## config.mk

```make
export PLATFORM = sky130hd
export DESIGN_NAME = mem_datapath_flat
export DESIGN_NICKNAME = d
export VERILOG_FILES = /design/src/rtl/mem_datapath_if.sv /design/src/rtl/mem_datapath.sv /design/src/flat_wrapper.sv
export SDC_FILE = /design/constraint.sdc
export NUM_CORES = 1
export LEC_CHECK = 0
export CAP_MARGIN = 15
export CORE_MARGIN = 2
export CORE_UTILIZATION = 54
export DETAILED_ROUTE_END_ITERATION = 10
export DONT_BUFFER_PORTS = 1
export MAX_ROUTING_LAYER = met4
export PLACE_DENSITY = 0.69
export SLEW_MARGIN = 5
export SYNTH_ARGS = -nofsm -noshare
export SYNTH_HDL_FRONTEND = slang
export SYNTH_SLANG_ARGS = --single-unit
```

## constraint.sdc

```tcl
create_clock -name clock -period 4.6 [get_ports clock]
set_input_delay 0.46 -clock clock [delete_from_list [all_inputs] [get_ports clock]]
set_output_delay 0.46 -clock clock [all_outputs]
set_load 0.01 [all_outputs]
```

## src/rtl/mem_datapath_if.sv

```systemverilog
// Strobe/data bundle for mem_datapath; master drives the strobes, slave is the datapath.
interface mem_datapath_if;
  logic       weA;
  logic       incA;
  logic       weB;
  logic       incB;
  logic [7:0] data_in;
  logic [1:0] rd_sel_b;
  logic [7:0] data_out_b;
  logic [2:0] addr_a;
  logic [1:0] addr_b;
  logic [2:0] b_count;
  logic       done;
  logic       ovf;

  modport master (
    output weA, incA, weB, incB, data_in, rd_sel_b,
    input  data_out_b, addr_a, addr_b, b_count, done, ovf
  );

  modport slave (
    input  weA, incA, weB, incB, data_in, rd_sel_b,
    output data_out_b, addr_a, addr_b, b_count, done, ovf
  );
endinterface

```

## src/rtl/mem_datapath.sv

```systemverilog
// Pair-sum datapath: memA (8x8) words summed pairwise into memB (4x8); MEM_DATAPATH_SAT_EN saturates sums.
// Latency: B write readable one cycle after the weB edge; no backpressure, every strobe is taken.
module mem_datapath (
  input logic           clock,
  input logic           reset,
  mem_datapath_if.slave bus
);

  logic [7:0] mem_a [8];
  logic [7:0] mem_b [4];
  logic [7:0] hold_a;
  logic [2:0] addr_a;
  logic [1:0] addr_b;
  logic [2:0] b_count;
  logic       done;
  logic       ovf;
  logic [8:0] sum9;
  logic [7:0] sum8;

  // Sum of the captured word and the word currently under addr_a, pre-edge values.
  assign sum9 = {1'b0, hold_a} + {1'b0, mem_a[addr_a]};

`ifdef MEM_DATAPATH_SAT_EN
  assign sum8 = sum9[8] ? 8'hFF : sum9[7:0];
`else
  assign sum8 = sum9[7:0];
`endif

  always_ff @(posedge clock or posedge reset) begin
    if (reset) begin
      for (int i = 0; i < 8; i++) mem_a[i] <= '0;
      for (int i = 0; i < 4; i++) mem_b[i] <= '0;
      hold_a  <= '0;
      addr_a  <= '0;
      addr_b  <= '0;
      b_count <= '0;
      done    <= 1'b0;
      ovf     <= 1'b0;
    end else begin
      if (bus.weA) mem_a[addr_a] <= bus.data_in;
      // hold_a samples the pre-write word even when weA hits the same address.
      if (bus.incA) begin
        addr_a <= addr_a + 3'd1;
        hold_a <= mem_a[addr_a];
      end
      if (bus.weB) begin
        mem_b[addr_b] <= sum8;
        if (sum9[8]) ovf <= 1'b1;
        if (b_count != 3'd4) b_count <= b_count + 3'd1;
      end
      if (bus.incB) addr_b <= addr_b + 2'd1;
      done <= bus.weB && (addr_b == 2'd3);
    end
  end

  assign bus.data_out_b = mem_b[bus.rd_sel_b];
  assign bus.addr_a     = addr_a;
  assign bus.addr_b     = addr_b;
  assign bus.b_count    = b_count;
  assign bus.done       = done;
  assign bus.ovf        = ovf;

endmodule

```

## src/flat_wrapper.sv

```systemverilog
// flat-port wrapper written by rule: the top's interface ports become plain ports
module mem_datapath_flat 
  (clock, reset, bus_weA, bus_incA, bus_weB, bus_incB, bus_data_in, bus_rd_sel_b, bus_data_out_b, bus_addr_a, bus_addr_b, bus_b_count, bus_done, bus_ovf);
  mem_datapath_if bus_i ();
  input logic clock;
  input logic reset;
  input wire logic [$bits(bus_i.weA)-1:0] bus_weA;
  input wire logic [$bits(bus_i.incA)-1:0] bus_incA;
  input wire logic [$bits(bus_i.weB)-1:0] bus_weB;
  input wire logic [$bits(bus_i.incB)-1:0] bus_incB;
  input wire logic [$bits(bus_i.data_in)-1:0] bus_data_in;
  input wire logic [$bits(bus_i.rd_sel_b)-1:0] bus_rd_sel_b;
  output wire logic [$bits(bus_i.data_out_b)-1:0] bus_data_out_b;
  output wire logic [$bits(bus_i.addr_a)-1:0] bus_addr_a;
  output wire logic [$bits(bus_i.addr_b)-1:0] bus_addr_b;
  output wire logic [$bits(bus_i.b_count)-1:0] bus_b_count;
  output wire logic [$bits(bus_i.done)-1:0] bus_done;
  output wire logic [$bits(bus_i.ovf)-1:0] bus_ovf;
  assign bus_i.weA = bus_weA;
  assign bus_i.incA = bus_incA;
  assign bus_i.weB = bus_weB;
  assign bus_i.incB = bus_incB;
  assign bus_i.data_in = bus_data_in;
  assign bus_i.rd_sel_b = bus_rd_sel_b;
  assign bus_data_out_b = bus_i.data_out_b;
  assign bus_addr_a = bus_i.addr_a;
  assign bus_addr_b = bus_i.addr_b;
  assign bus_b_count = bus_i.b_count;
  assign bus_done = bus_i.done;
  assign bus_ovf = bus_i.ovf;
  mem_datapath u_core (.clock(clock), .reset(reset), .bus(bus_i));
endmodule
```

Word-level counts from Yosys, hierarchy flattened --
Cells that the tools add are included.
Cells by class: add/sub/neg operators 4, multipliers 0, div/mod/pow operators 0, order comparisons 5, eq/ne operators 2, shift operators 0, multiplexer cells 12, bitwise gates (word level) 3, reduce and logical (&&, ||, !) cells 5
Operator list (number):
- $bwmux 64 | 1
- $mux 8 | 6
- $bwmux 32 | 1
- $bmux 8 s3 | 1
- $demux 8 s3 | 1
- $bmux 8 s2 | 1
- $demux 8 s2 | 1
- $add 8x8->9 | 1
- $add 3x1->3 const B | 2
- $ge 3x3->1 const B | 2
- $not 2->3 | 2
- $ge 4x4->1 const B | 1
- $lt 4x1->1 const B | 1
- $not 3->4 | 1
- $reduce_and 2->1 | 2
- $logic_and 1x1->1 | 3
- $lt 3x1->1 const B | 1
- $ne 3x3->1 const B | 1
- $add 2x1->2 const B | 1
- $eq 2x2->1 const B | 1
Storage, ports and cells: flip-flop bits (word level) 114, latch bits 0, bits in writable memories 0, memory bits (read-only) 0, input bits 16, output and inout bits 18, memories kept 0

Logic depth before layout (Yosys ltp) --
word-level depth 6, mapped depth 13, gate-level depth less buffers 12

Least setup slack after synthesis --
No wires, ideal clock.
path type register to register, start register u_core.addr_a[1] (netlist: u_core.bus.addr_a[1]), end register u_core.mem_b[15] (netlist name), arrival 2687 ps, setup slack 1781 ps, stages on the path, launching flop included 14, buffers on the path 2, period minus slack after synthesis 2819 ps, path through dfrtp_1 -> buf_6 -> buf_6 -> mux2_2 -> a22oi_1 -> nor2_1 -> nor2_1 -> inv_1 -> ha_1 -> a211oi_1 -> o21ai_0 -> a31oi_1 -> xor2_1 -> o21ai_0
On the way: word-level cells in the longest chain between the ends 6
RTL lines:
- start, declared | RTL line mem_datapath.sv:12 | logic [2:0] addr_a;
- start signal, assigned | RTL line mem_datapath.sv:43 | addr_a <= addr_a + 3'd1;
- $not 3->4 (not written as such) | RTL line mem_datapath.sv:21 | assign sum9 = {1'b0, hold_a} + {1'b0, mem_a[addr_a]};
- $bmux 8 s3 | RTL line mem_datapath.sv:21
- $mux 8 (not written as such) (2 in a row) | RTL line mem_datapath.sv:21
- $add 8x8->9 | RTL line mem_datapath.sv:21
- $bwmux 32 | RTL line mem_datapath.sv:47 | mem_b[addr_b] <= sum8;
- end signal, assigned by index | RTL line mem_datapath.sv:47
- end, declared | RTL line mem_datapath.sv:10 | logic [7:0] mem_b [4];
No other way between the ends. The select of a mux whose other input is x is not followed. A chain may end at the register's enable or synchronous reset.

Worst setup path in the final report --
start register u_core.addr_a[1] (netlist: u_core.bus.addr_a[1]), end register u_core.mem_b[22] (netlist name)
The elaborated chain is that of the path after synthesis.

==> summary.json <==
{
  "status": {
    "run_status": "complete, no violations"
  },
  "power_and_ir_drop": {
    "ir_drop_mv": 0.366,
    "power.density_nw_per_um2": 877,
    "power.static_leakage_nw": 2.73
  },
  "critical_path": {
    "maximum_fanout_along_the_worst_path": 16,
    "worstSetupStartpoint": "u_core.bus.addr_a[1]$_DFFE_PP0P_",
    "rr_worst_depth": 12,
    "worst-setup-path-type": "register to register",
    "worst_r2r_startpoint": "u_core.bus.addr_a[1]$_DFFE_PP0P_",
    "cp.required_ps": 4970,
    "reg2reg_slack_ps": 1140,
    "r2r-end": "u_core.mem_b[22]$_DFFE_PP0P_",
    "cp-end-kind": "register",
    "critical_path_launch_point_type": "register",
    "worstSetupEndpoint": "u_core.mem_b[22]$_DFFE_PP0P_",
    "cp.arrival_ps": 3840
  },
  "placement": {
    "placed_cells": 540,
    "dpl_cell_area_um2": 5530,
    "global_placement_routability_congestion": 0.819,
    "hpwlAfterDp_um": 7100,
    "numPortBuffers": 0
  },
  "grt": {
    "grt_antenna_before_repair": 0,
    "grt_overall_usage_pct": 21.7,
    "grt_max_degree": 86,
    "grt.overflow.total": 0,
    "first_global_vias": 3509,
    "grt_first_pass_wirelength_um": 17900
  },
  "synthesis": {
    "synth_cell_types": 50,
    "postSynthCellCount": 426,
    "synth-async-reset-ratio_pct": 100,
    "synth_fp_nets": 458,
    "synth-seq-cells": 114,
    "synth_area_per_cell_um2": 12.8,
    "syn_area_um2": 5440,
    "synth-edff-count": 0,
    "ys_seq_area_share_pct": 52.4,
    "ys.warnings.count": 0,
    "dominantRegCellSynth": "sky130_fd_sc_hd__dfrtp_1"
  },
  "floorplanning": {
    "initial_standard_cell_utilization_of_the_core_pct": 55.6,
    "die_area_um2": 10900,
    "fp.dieW_um": 104,
    "die_h_um": 104,
    "placement_rows": 36,
    "design.portCount": 34,
    "core_region_area_um2": 9770
  },
  "sta": {
    "finClkSkew_ps": 9.85,
    "tightest_slew_ps": 862,
    "timing.final.crit_period_ps": 3460,
    "final_max_slew_viol_count": 0,
    "post-route-period-util_pct": 75.3,
    "finalSetupViolCount": 0,
    "rsz_0062_raised_after_global_routing": "no",
    "fin_setup_tns_ps": 0,
    "timing.slew.headroom_pct": 42.3,
    "hold_violations": 0,
    "fmax_ghz": 0.289
  },
  "cells_and_area": {
    "drive_gt1_share_pct": 31.6,
    "layout_commonest_cell": "sky130_fd_sc_hd__dfrtp_1",
    "syn_to_final_growth_pct": 13.9,
    "postLayoutCellArea_um2": 6200,
    "antennaDiodeCount": 0,
    "final-instance-count-excl-fill": 573,
    "final-seq-area_um2": 2850,
    "final_net_count": 460,
    "layout.cells.most_common_list": "114 x sky130_fd_sc_hd__dfrtp_1, 86 x sky130_fd_sc_hd__mux2_2, 38 x sky130_fd_sc_hd__nand2_1, 29 x sky130_fd_sc_hd__o21ai_0, 16 x sky130_fd_sc_hd__clkbuf_16",
    "n_fill_cell": 755,
    "final_core_utilization_pct": 63.4,
    "multiInputGateArea_um2": 2430
  },
  "cts": {
    "hold_buffers_post_cts": 0,
    "worstSkewPairLatency_ps": 520,
    "clock_tree.root_cell": "sky130_fd_sc_hd__clkbuf_8",
    "clock_tree_from_tritoncts": "built",
    "clock_tree_buf_depth": 2,
    "cts_repair_resize_count": 0,
    "cts.htree.levels": 4,
    "numCtsBuffers": 17,
    "tritoncts_num_sinks": 114,
    "post_cts_buffers": 0,
    "clkTransAtPathRegs_ps": 60
  },
  "route": {
    "firstDrtPassIters": 4,
    "ant_nets": 0,
    "drt_wl_total_um": 10600,
    "drt-initial-drc-count": 160,
    "drt-wirelength-per-cell_um": 18.5,
    "vias": 3311,
    "post-route-drc-count": 0,
    "viasPerCell": 5.78
  },
  "min_path": {
    "hold_class": "input port to register"
  },
  "run": {
    "maxCapViolations": 0
  }
}
[kinds of logic after synthesis]
kind of cell	synth area share (%)
DFF	52.5
muxes	24.5
and+or+nand+nor	6.60
AOI/OAI and AO/OA	8.28
buffers and inverters	3.04
adders and majority gates	3.82
xor gates and xnor gates	1.29
[layout make-up]
type                    count  share of cell area (%)
clock buffers              21                    7.25
clock inverters            10                    2.93
inverters                  11                   0.707
multi-input cells         277                    39.2
flip-flops and latches    114                    46.0
well taps                 133                    2.69
repair buffers              7                    1.21
[worst max-delay path, stage by stage, from the launching register on]
cell                       delay [ps]
sky130_fd_sc_hd__dfrtp_1          830
sky130_fd_sc_hd__buf_4            370
sky130_fd_sc_hd__and2_1           300
sky130_fd_sc_hd__a22oi_1          140
sky130_fd_sc_hd__o21ai_2          150
sky130_fd_sc_hd__ha_1             200
sky130_fd_sc_hd__inv_1             60
sky130_fd_sc_hd__fa_1             400
sky130_fd_sc_hd__nor2b_1          150
sky130_fd_sc_hd__o31a_1           160
sky130_fd_sc_hd__o21ai_1           90
sky130_fd_sc_hd__a21boi_1         330
sky130_fd_sc_hd__o31ai_1          150
[stage by stage]
| step | power, W | hold slack [ps] | setup WS, ps |
|---|---|---|---|
| finish | 0.00543 | 30.6 | 1140 |
| global route | 0.00583 | 12.0 | 760 |
| CTS | 0.00546 | 21.7 | 1090 |
| detailed placement | 0.00404 | 469 | 1120 |
| global placement | 0.00395 | 457 | 1260 |
| floorplan | 0.00356 | 443 | 1120 |
[per-layer routing]
layer	up-vias	wire, um	global-route usage, %	share of wire [%]
met5	-	0	-	0
met3	14	430	6.77	4.1
met1	1688	4810	26.2	45
met2	65	5200	34.8	49
met4	0	149	7.53	1.4
li1	1544	-	-	-
[registers in the layout, summed over array words and instances (netlist names)]
signal / cells
u_core.mem_a: 64
u_core.hold_a: 8
u_core.mem_b: 32
u_core.bus.addr_b: 2
u_core.bus.addr_a: 3
u_core.bus.b_count: 3
u_core.bus.ovf: 1
u_core.bus.done: 1
[worst min path at each step]
stage                                             from                               end  slack [ps]  depth (start not counted)
after global routing                          bus_incB  u_core.bus.addr_b[0]$_DFFE_PP0P_          10                          1
final                                         bus_incB  u_core.bus.addr_b[0]$_DFFE_PP0P_          30                          1
after CTS                                     bus_incB  u_core.bus.addr_b[0]$_DFFE_PP0P_          20                          1
after floorplan           u_core.mem_b[14]$_DFFE_PP0P_      u_core.mem_b[14]$_DFFE_PP0P_         440                          2
after global placement    u_core.mem_b[14]$_DFFE_PP0P_      u_core.mem_b[14]$_DFFE_PP0P_         460                          2
after detailed placement  u_core.mem_b[14]$_DFFE_PP0P_      u_core.mem_b[14]$_DFFE_PP0P_         470                          2
[Yosys cell counts, types with 2 or more instances]
library cell,instances,area [um2]
sky130_fd_sc_hd__a22o_1,3,26.3
sky130_fd_sc_hd__o21ai_0,29,145
sky130_fd_sc_hd__nor2_1,13,48.8
sky130_fd_sc_hd__o21a_1,2,15.0
sky130_fd_sc_hd__buf_6,2,22.5
sky130_fd_sc_hd__xnor2_1,4,35.0
sky130_fd_sc_hd__nand3_1,7,35.0
sky130_fd_sc_hd__o31ai_1,4,30.0
sky130_fd_sc_hd__buf_1,2,7.51
sky130_fd_sc_hd__mux4_2,10,225
sky130_fd_sc_hd__o211ai_1,3,22.5
sky130_fd_sc_hd__a31oi_1,6,37.5
sky130_fd_sc_hd__mux2i_1,11,110
sky130_fd_sc_hd__xor2_1,4,35.0
sky130_fd_sc_hd__o221ai_1,2,17.5
sky130_fd_sc_hd__nand2_1,38,143
sky130_fd_sc_hd__a22oi_1,5,37.5
sky130_fd_sc_hd__dfrtp_1,114,2850
sky130_fd_sc_hd__nor2b_1,3,18.8
sky130_fd_sc_hd__inv_1,11,41.3
sky130_fd_sc_hd__ha_1,15,188
sky130_fd_sc_hd__mux2_2,86,968
sky130_fd_sc_hd__buf_2,12,60.1
sky130_fd_sc_hd__nor3_1,2,10.0
sky130_fd_sc_hd__clkbuf_1,7,26.3
sky130_fd_sc_hd__mux2_4,2,30.0
sky130_fd_sc_hd__a21oi_1,5,25.0
sky130_fd_sc_hd__a21o_1,2,15.0
[report_power, final]
group          switching, W  total, W  leakage, nW  internal [W]
logic               0.00110   0.00216         1.05       0.00107
clock network      0.000443   0.00140        0.308      0.000957
registers          0.000357   0.00187         1.38       0.00151
total               0.00190   0.00543         2.73       0.00353
No activity file was read; power rests on OpenSTA's default activity.
